`src/rtl/sprite_pkg.sv`:
```
// ---------------------------------------------------------------------------
// sprite_pkg
// Shared types and defaults for the sprite motion controller.
//   POS_W               : width of every pixel coordinate (11 bits, 0..2047)
//   DEFAULT_H_MAX       : default visible width in pixels
//   DEFAULT_V_MAX       : default visible height in pixels
//   DEFAULT_SPRITE_SIZE : default square sprite edge in pixels
//   shot_state_t        : projectile state machine encoding
//   clamp_pos()         : saturate a coordinate to an upper limit
// ---------------------------------------------------------------------------
package sprite_pkg;

    localparam int POS_W               = 11;
    localparam int DEFAULT_H_MAX       = 640;
    localparam int DEFAULT_V_MAX       = 480;
    localparam int DEFAULT_SPRITE_SIZE = 32;

    typedef enum logic [1:0] {
        IDLE     = 2'd0,
        FLY      = 2'd1,
        COOLDOWN = 2'd2
    } shot_state_t;

    // Coordinates are unsigned, so only the upper bound needs saturating.
    function automatic logic [POS_W-1:0] clamp_pos(
        input logic [POS_W-1:0] value,
        input logic [POS_W-1:0] limit
    );
        return (value > limit) ? limit : value;
    endfunction

endpackage

```
`src/rtl/axis_stepper.sv`:
```
// ---------------------------------------------------------------------------
// axis_stepper
// Purely combinational single-axis motion step: clamps the requested target
// to [0, MAX_POS], then moves the current position STEP pixels towards it
// unless the remaining distance lies inside the deadzone band.
// Ports:
//   target   in  POS_W  requested position (unsigned, may exceed MAX_POS)
//   pos      in  POS_W  current registered position
//   pos_step out POS_W  position to adopt if this frame applies motion
// ---------------------------------------------------------------------------
module axis_stepper
    import sprite_pkg::*;
#(
    parameter int MAX_POS  = 608,
    parameter int STEP     = 4,
    parameter int DEADZONE = 8
) (
    input  logic [POS_W-1:0] target,
    input  logic [POS_W-1:0] pos,
    output logic [POS_W-1:0] pos_step
);

    localparam logic [POS_W-1:0] MAX_POS_V  = POS_W'(MAX_POS);
    localparam logic [POS_W-1:0] STEP_V     = POS_W'(STEP);
    localparam logic [POS_W-1:0] DEADZONE_V = POS_W'(DEADZONE);

    logic [POS_W-1:0] clamped;
    logic [POS_W-1:0] diff;

    always_comb begin
        clamped  = clamp_pos(target, MAX_POS_V);
        diff     = '0;
        pos_step = pos;
        if (clamped > pos) begin
            diff = clamped - pos;
            // Distances are computed as magnitudes so nothing can wrap; the
            // final min() stops a short remaining distance from overshooting.
            if (diff > DEADZONE_V) begin
                pos_step = (diff > STEP_V) ? pos + STEP_V : clamped;
            end
        end else begin
            diff = pos - clamped;
            if (diff > DEADZONE_V) begin
                pos_step = (diff > STEP_V) ? pos - STEP_V : clamped;
            end
        end
    end

endmodule

```
`src/rtl/sprite_motion_ctrl.sv`:
```
// ---------------------------------------------------------------------------
// sprite_motion_ctrl
// Frame-rate sprite mover with a single projectile. Once per frame_tick the
// sprite steps toward the joystick target on both axes, and the projectile
// state machine (IDLE -> FLY -> COOLDOWN -> IDLE) advances. Every output is
// a register, so there is no combinational input-to-output path.
// Ports:
//   clk          in   1      system clock, rising edge
//   reset        in   1      synchronous active-high reset
//   frame_tick   in   1      one-cycle pulse per video frame
//   target_x/y   in   11     scaled joystick position
//   fire         in   1      one-cycle debounced fire pulse
//   sprite_x/y   out  11     sprite top-left corner
//   shot_x/y     out  11     projectile position
//   shot_active  out  1      projectile visible
//   shot_fired   out  1      one-cycle pulse when a projectile spawns
// ---------------------------------------------------------------------------
module sprite_motion_ctrl
    import sprite_pkg::*;
#(
    parameter int H_MAX           = DEFAULT_H_MAX,
    parameter int V_MAX           = DEFAULT_V_MAX,
    parameter int SPRITE_SIZE     = DEFAULT_SPRITE_SIZE,
    parameter int STEP            = 4,
    parameter int DEADZONE        = 8,   // keep >= STEP so a step never overshoots
    parameter int SHOT_SPEED      = 8,
    parameter int COOLDOWN_FRAMES = 15
) (
    input  logic             clk,
    input  logic             reset,
    input  logic             frame_tick,
    input  logic [POS_W-1:0] target_x,
    input  logic [POS_W-1:0] target_y,
    input  logic             fire,
    output logic [POS_W-1:0] sprite_x,
    output logic [POS_W-1:0] sprite_y,
    output logic [POS_W-1:0] shot_x,
    output logic [POS_W-1:0] shot_y,
    output logic             shot_active,
    output logic             shot_fired
);

    localparam int CNT_W = $clog2(COOLDOWN_FRAMES + 2);

    localparam logic [POS_W-1:0] X_HOME     = POS_W'((H_MAX - SPRITE_SIZE) / 2);
    localparam logic [POS_W-1:0] Y_HOME     = POS_W'((V_MAX - SPRITE_SIZE) / 2);
    localparam logic [POS_W-1:0] HALF_SIZE  = POS_W'(SPRITE_SIZE / 2);
    localparam logic [POS_W-1:0] SPEED_V    = POS_W'(SHOT_SPEED);
    localparam logic [CNT_W-1:0] CD_LOAD    = CNT_W'(COOLDOWN_FRAMES);

    // Axis 0 is X, axis 1 is Y.
    logic [POS_W-1:0] target_vec [2];
    logic [POS_W-1:0] step_pos   [2];
    logic [POS_W-1:0] pos_reg    [2];
    logic [POS_W-1:0] pos_next   [2];

    shot_state_t      state_reg, state_next;
    logic [CNT_W-1:0] cnt_reg, cnt_next;
    logic [POS_W-1:0] shot_x_reg, shot_x_next;
    logic [POS_W-1:0] shot_y_reg, shot_y_next;
    logic             shot_active_reg, shot_active_next;
    logic             shot_fired_reg, shot_fired_next;
    logic             fire_pending_reg, fire_pending_next;
    logic             fire_now;

    assign target_vec[0] = target_x;
    assign target_vec[1] = target_y;

    genvar gi;
    generate
        for (gi = 0; gi < 2; gi++) begin : g_axis
            localparam int AXIS_MAX = (gi == 0) ? (H_MAX - SPRITE_SIZE)
                                                : (V_MAX - SPRITE_SIZE);
            axis_stepper #(
                .MAX_POS  (AXIS_MAX),
                .STEP     (STEP),
                .DEADZONE (DEADZONE)
            ) u_axis (
                .target   (target_vec[gi]),
                .pos      (pos_reg[gi]),
                .pos_step (step_pos[gi])
            );
        end
    endgenerate

    // A fire pulse landing on the tick cycle itself belongs to that frame.
    assign fire_now = fire_pending_reg | fire;

    always_comb begin
        state_next        = state_reg;
        cnt_next          = cnt_reg;
        shot_x_next       = shot_x_reg;
        shot_y_next       = shot_y_reg;
        shot_active_next  = shot_active_reg;
        shot_fired_next   = 1'b0;
        fire_pending_next = fire_now;
        pos_next          = pos_reg;

        if (frame_tick) begin
            // Pending fire never survives a tick, so presses made while the
            // shot is busy are simply dropped.
            fire_pending_next = 1'b0;
            pos_next[0]       = step_pos[0];
            pos_next[1]       = step_pos[1];

            unique case (state_reg)
                IDLE: begin
                    if (fire_now) begin
                        state_next       = FLY;
                        // Spawn from the sprite position before this frame's move.
                        shot_x_next      = pos_reg[0] + HALF_SIZE;
                        shot_y_next      = pos_reg[1];
                        shot_active_next = 1'b1;
                        shot_fired_next  = 1'b1;
                    end
                end
                FLY: begin
                    if (shot_y_reg < SPEED_V) begin
                        state_next       = COOLDOWN;
                        shot_active_next = 1'b0;
                        cnt_next         = CD_LOAD;
                    end else begin
                        shot_y_next = shot_y_reg - SPEED_V;
                    end
                end
                COOLDOWN: begin
                    if (cnt_reg == '0) begin
                        state_next = IDLE;
                    end else begin
                        cnt_next = cnt_reg - CNT_W'(1);
                    end
                end
                default: begin
                    state_next = IDLE;
                end
            endcase
        end
    end

    always_ff @(posedge clk) begin
        if (reset) begin
            pos_reg[0]       <= X_HOME;
            pos_reg[1]       <= Y_HOME;
            state_reg        <= IDLE;
            cnt_reg          <= '0;
            shot_x_reg       <= '0;
            shot_y_reg       <= '0;
            shot_active_reg  <= 1'b0;
            shot_fired_reg   <= 1'b0;
            fire_pending_reg <= 1'b0;
        end else begin
            pos_reg          <= pos_next;
            state_reg        <= state_next;
            cnt_reg          <= cnt_next;
            shot_x_reg       <= shot_x_next;
            shot_y_reg       <= shot_y_next;
            shot_active_reg  <= shot_active_next;
            shot_fired_reg   <= shot_fired_next;
            fire_pending_reg <= fire_pending_next;
        end
    end

    assign sprite_x    = pos_reg[0];
    assign sprite_y    = pos_reg[1];
    assign shot_x      = shot_x_reg;
    assign shot_y      = shot_y_reg;
    assign shot_active = shot_active_reg;
    assign shot_fired  = shot_fired_reg;

endmodule

```
`config.mk`:
```
export PLATFORM = sky130hd
export DESIGN_NAME = sprite_motion_ctrl
export DESIGN_NICKNAME = d
export VERILOG_FILES = /design/src/rtl/sprite_pkg.sv /design/src/rtl/axis_stepper.sv /design/src/rtl/sprite_motion_ctrl.sv
export SDC_FILE = /design/constraint.sdc
export NUM_CORES = 1
export LEC_CHECK = 0
export CAP_MARGIN = 20
export CORE_MARGIN = 2
export CORE_UTILIZATION = 43
export DETAILED_ROUTE_END_ITERATION = 6
export GPL_ROUTABILITY_DRIVEN = 0
export GPL_TIMING_DRIVEN = 0
export PLACE_DENSITY = 0.71
export SLEW_MARGIN = 20
export SYNTH_ARGS = -nofsm -noshare
export SYNTH_HDL_FRONTEND = slang
export SYNTH_SLANG_ARGS = --single-unit
```
`constraint.sdc`:
```
create_clock -name clk -period 5.4 [get_ports clk]
set_input_delay 1.08 -clock clk [delete_from_list [all_inputs] [get_ports clk]]
set_output_delay 1.08 -clock clk [all_outputs]
set_load 0.005 [all_outputs]
```
==> impl_metrics.json <==
{
  "nNetsFinal": 908,
  "grt_pass1_wl_um": 26670,
  "port_buffers": 69,
  "ys_seq_area_frac": 0.1998,
  "grt_pass1_vias": 5575,
  "clk_latency_ps": 290,
  "synth_area_leaders": "dfxtp_1, ha_1, a21oi_1",
  "antenna_left": 0,
  "die_x_um": 116.2,
  "initial_core_util": 0.4450,
  "hold_viol_final": 0,
  "core.rowCount": 40,
  "cts-root-buf": "clkbuf_16",
  "min-delay-path-class": "reg2reg",
  "cts_sinks": 54,
  "drt_iter0_markers": 611,
  "period_share": 0.9802,
  "die_h_um": 116.2,
  "stdcell_count": 995,
  "crit_path_cell_trace": "clkdlybuf4s50_1 > a211o_1 > a21oi_4 > nand2_1 > inv_1 > ha_1 > fa_1 > and3b_2 > o221ai_1 > and3_1 > or4_1 > or4b_4 > nor4_2 > nor2_1 > a221oi_1 > mux2_2",
  "fin_crit_ps": 5293,
  "grt_antenna_before_repair": 0,
  "hold_ws_ps": 459.9,
  "ys.flop_type": "dfxtp_1",
  "fin_area_um2": 6718,
  "grt.total_usage": 0.2404,
  "grt_max_degree": 18,
  "syn2layout_area_growth_pct": 24.14,
  "clock_skew_ps": 4.855,
  "numCtsBuffers": 5,
  "cp_max_fo": 8,
  "ys_warn_count": 0,
  "drive_above_1_share": 0.07255,
  "crit_type": "in2reg",
  "synth.distinct_cells": 70,
  "ir_drop_mv": 0.1564,
  "synth_cells": 743,
  "clockBufferDepth": 2,
  "synth.avg_cell_area_um2": 7.283,
  "synth_top_cell_area_share": 0.1998,
  "diodes": 0,
  "final-max-slew-violation-count": 0,
  "synth_edf_count": 0,
  "yosysMostFrequentCell": "nor2_1",
  "finish.utilization": 0.5524,
  "cts_tree": "yes",
  "leakagePower_nw": 2.676,
  "setup_viol": 0,
  "worstPathArrival_ps": 5480,
  "clkTransAtPathRegs_ps": 70,
  "drv_cap": 0,
  "outcome": "finished clean",
  "power_mw": 1.668,
  "cp_slowest_cell": "or4b_4",
  "max_stage_delay_ps": 560,
  "drc": 0,
  "overflow": 0,
  "dr.pass1.iters": 7,
  "die_area_um2": 13500,
  "relSlewSlack": 0.3959,
  "worst_pin_slew_ps": 898.5,
  "hpwl_um": 12820,
  "wirelength_um": 16640,
  "ys_top_cells_by_count": "nor2_1, nand2_1, a21oi_1, inv_1, dfxtp_1",
  "ys_ff_latch": 54,
  "reg2reg_depth": 13,
  "yosysTopAreaCell": "dfxtp_1",
  "holdPathStages": 2,
  "cts_max_level": 2,
  "syn-cell-area_um2": 5411,
  "cp-end-kind": "register",
  "async_flop_share": 0,
  "dpl-instance-area_um2": 6320,
  "start_kind": "input port",
  "ioPinCount": 72,
  "fmax_mhz": 188.9,
  "p_per_area_nw_per_um2": 248.4,
  "routed_via_density": 5.955,
  "placedCellCount": 982,
  "core-area_um2": 12160,
  "required_ps": 5580,
  "num_vias": 5925,
  "wl_per_cell_um": 16.73
}
## routing by layer
metal	GRT usage	up-vias	part of all wire
met5	0	-	0
met4	0.08095	0	0.026
met3	0.01868	37	0.051
met2	0.4308	207	0.49
met1	0.3054	2793	0.43
li1	-	2888	-
## worst max-delay path, delay by kind of cell
family | cells | cell delay (ps)
compound gates | 4 | 810
fa+ha+maj | 2 | 600
buf+inv | 2 | 570
mux | 1 | 370
simple gates | 7 | 2070
## what timing repair did
| item | CTS | global route |
|---|---|---|
| resized for setup | 9 | 41 |
| setup buffers | 1 | 6 |
| hold buffers | 0 | 0 |
| setup endpoints to repair | 18 | 18 |
| pin swaps | 1 | 8 |
## stage by stage
stage | TNS (ps) | setup WS, ps
global placement | -12960 | -1060
floorplan | 0 | 531.6
CTS | 0 | 28.91
finish | 0 | 107.0
global route | -109.6 | -35.70
detailed placement | -13840 | -1136
## layout by cell type (no fill, tap or decap), drive strengths merged, types with 6 or more instances in the layout
cell type / n
a211o: 9
nand3: 22
a21oi: 60
clkdlybuf4s50: 69
xor2: 6
ha: 52
nor2b: 11
nand2b: 6
nand2: 69
a221oi: 10
buf: 11
dfxtp: 54
clkbuf: 36
a21o: 8
o21a: 8
nand4: 8
and3: 7
xnor2: 19
o31ai: 8
o21ai: 38
or3: 15
o31a: 6
nor4: 7
a211oi: 19
nor3: 28
a31oi: 8
nor2: 77
or2: 6
inv: 56
## where the power goes
part	leakage, nW	total [mW]	internal, mW	switching, mW
Sequential	0.442	0.483	0.433	0.0506
Clock	0.0875	0.387	0.234	0.153
Combinational	2.15	0.798	0.335	0.464
## cells by family after synthesis
family                   Yosys count  share of synthesized area
multiplexers                       5                   0.009942
buffers and inverters             91                    0.06381
XOR/XNOR                          25                    0.04046
other                              2                   0.001388
AND/OR/NAND/NOR                  278                     0.2506
flip-flops                        54                     0.1998
adder cells (fa/ha/maj)           56                     0.1350
AO/OA/AOI/OAI                    232                     0.2990
## path summary, 6_finish.rpt
kind | startpoint | endpoint | slack, ps
worst max-delay path | target_x[5] | sprite_x[7] | 110
worst min-delay path | shot_x[5] | shot_x[5] | 460
worst max register to register | sprite_x[8] | sprite_x[7] | 1340
worst min register to register | shot_x[5] | shot_x[5] | 460
## layout make-up
class	instances	area, um2
repair buffers	76	743.2
multi-input cells	600	4148
flip-flops and latches	54	1081
inverters	55	206.4
well taps	168	210.2
plain buffers	34	151.4
clock inverters	2	38.79
clock buffers	6	138.9
fillers	1184	5444
(Power assumes the default switching activity.)
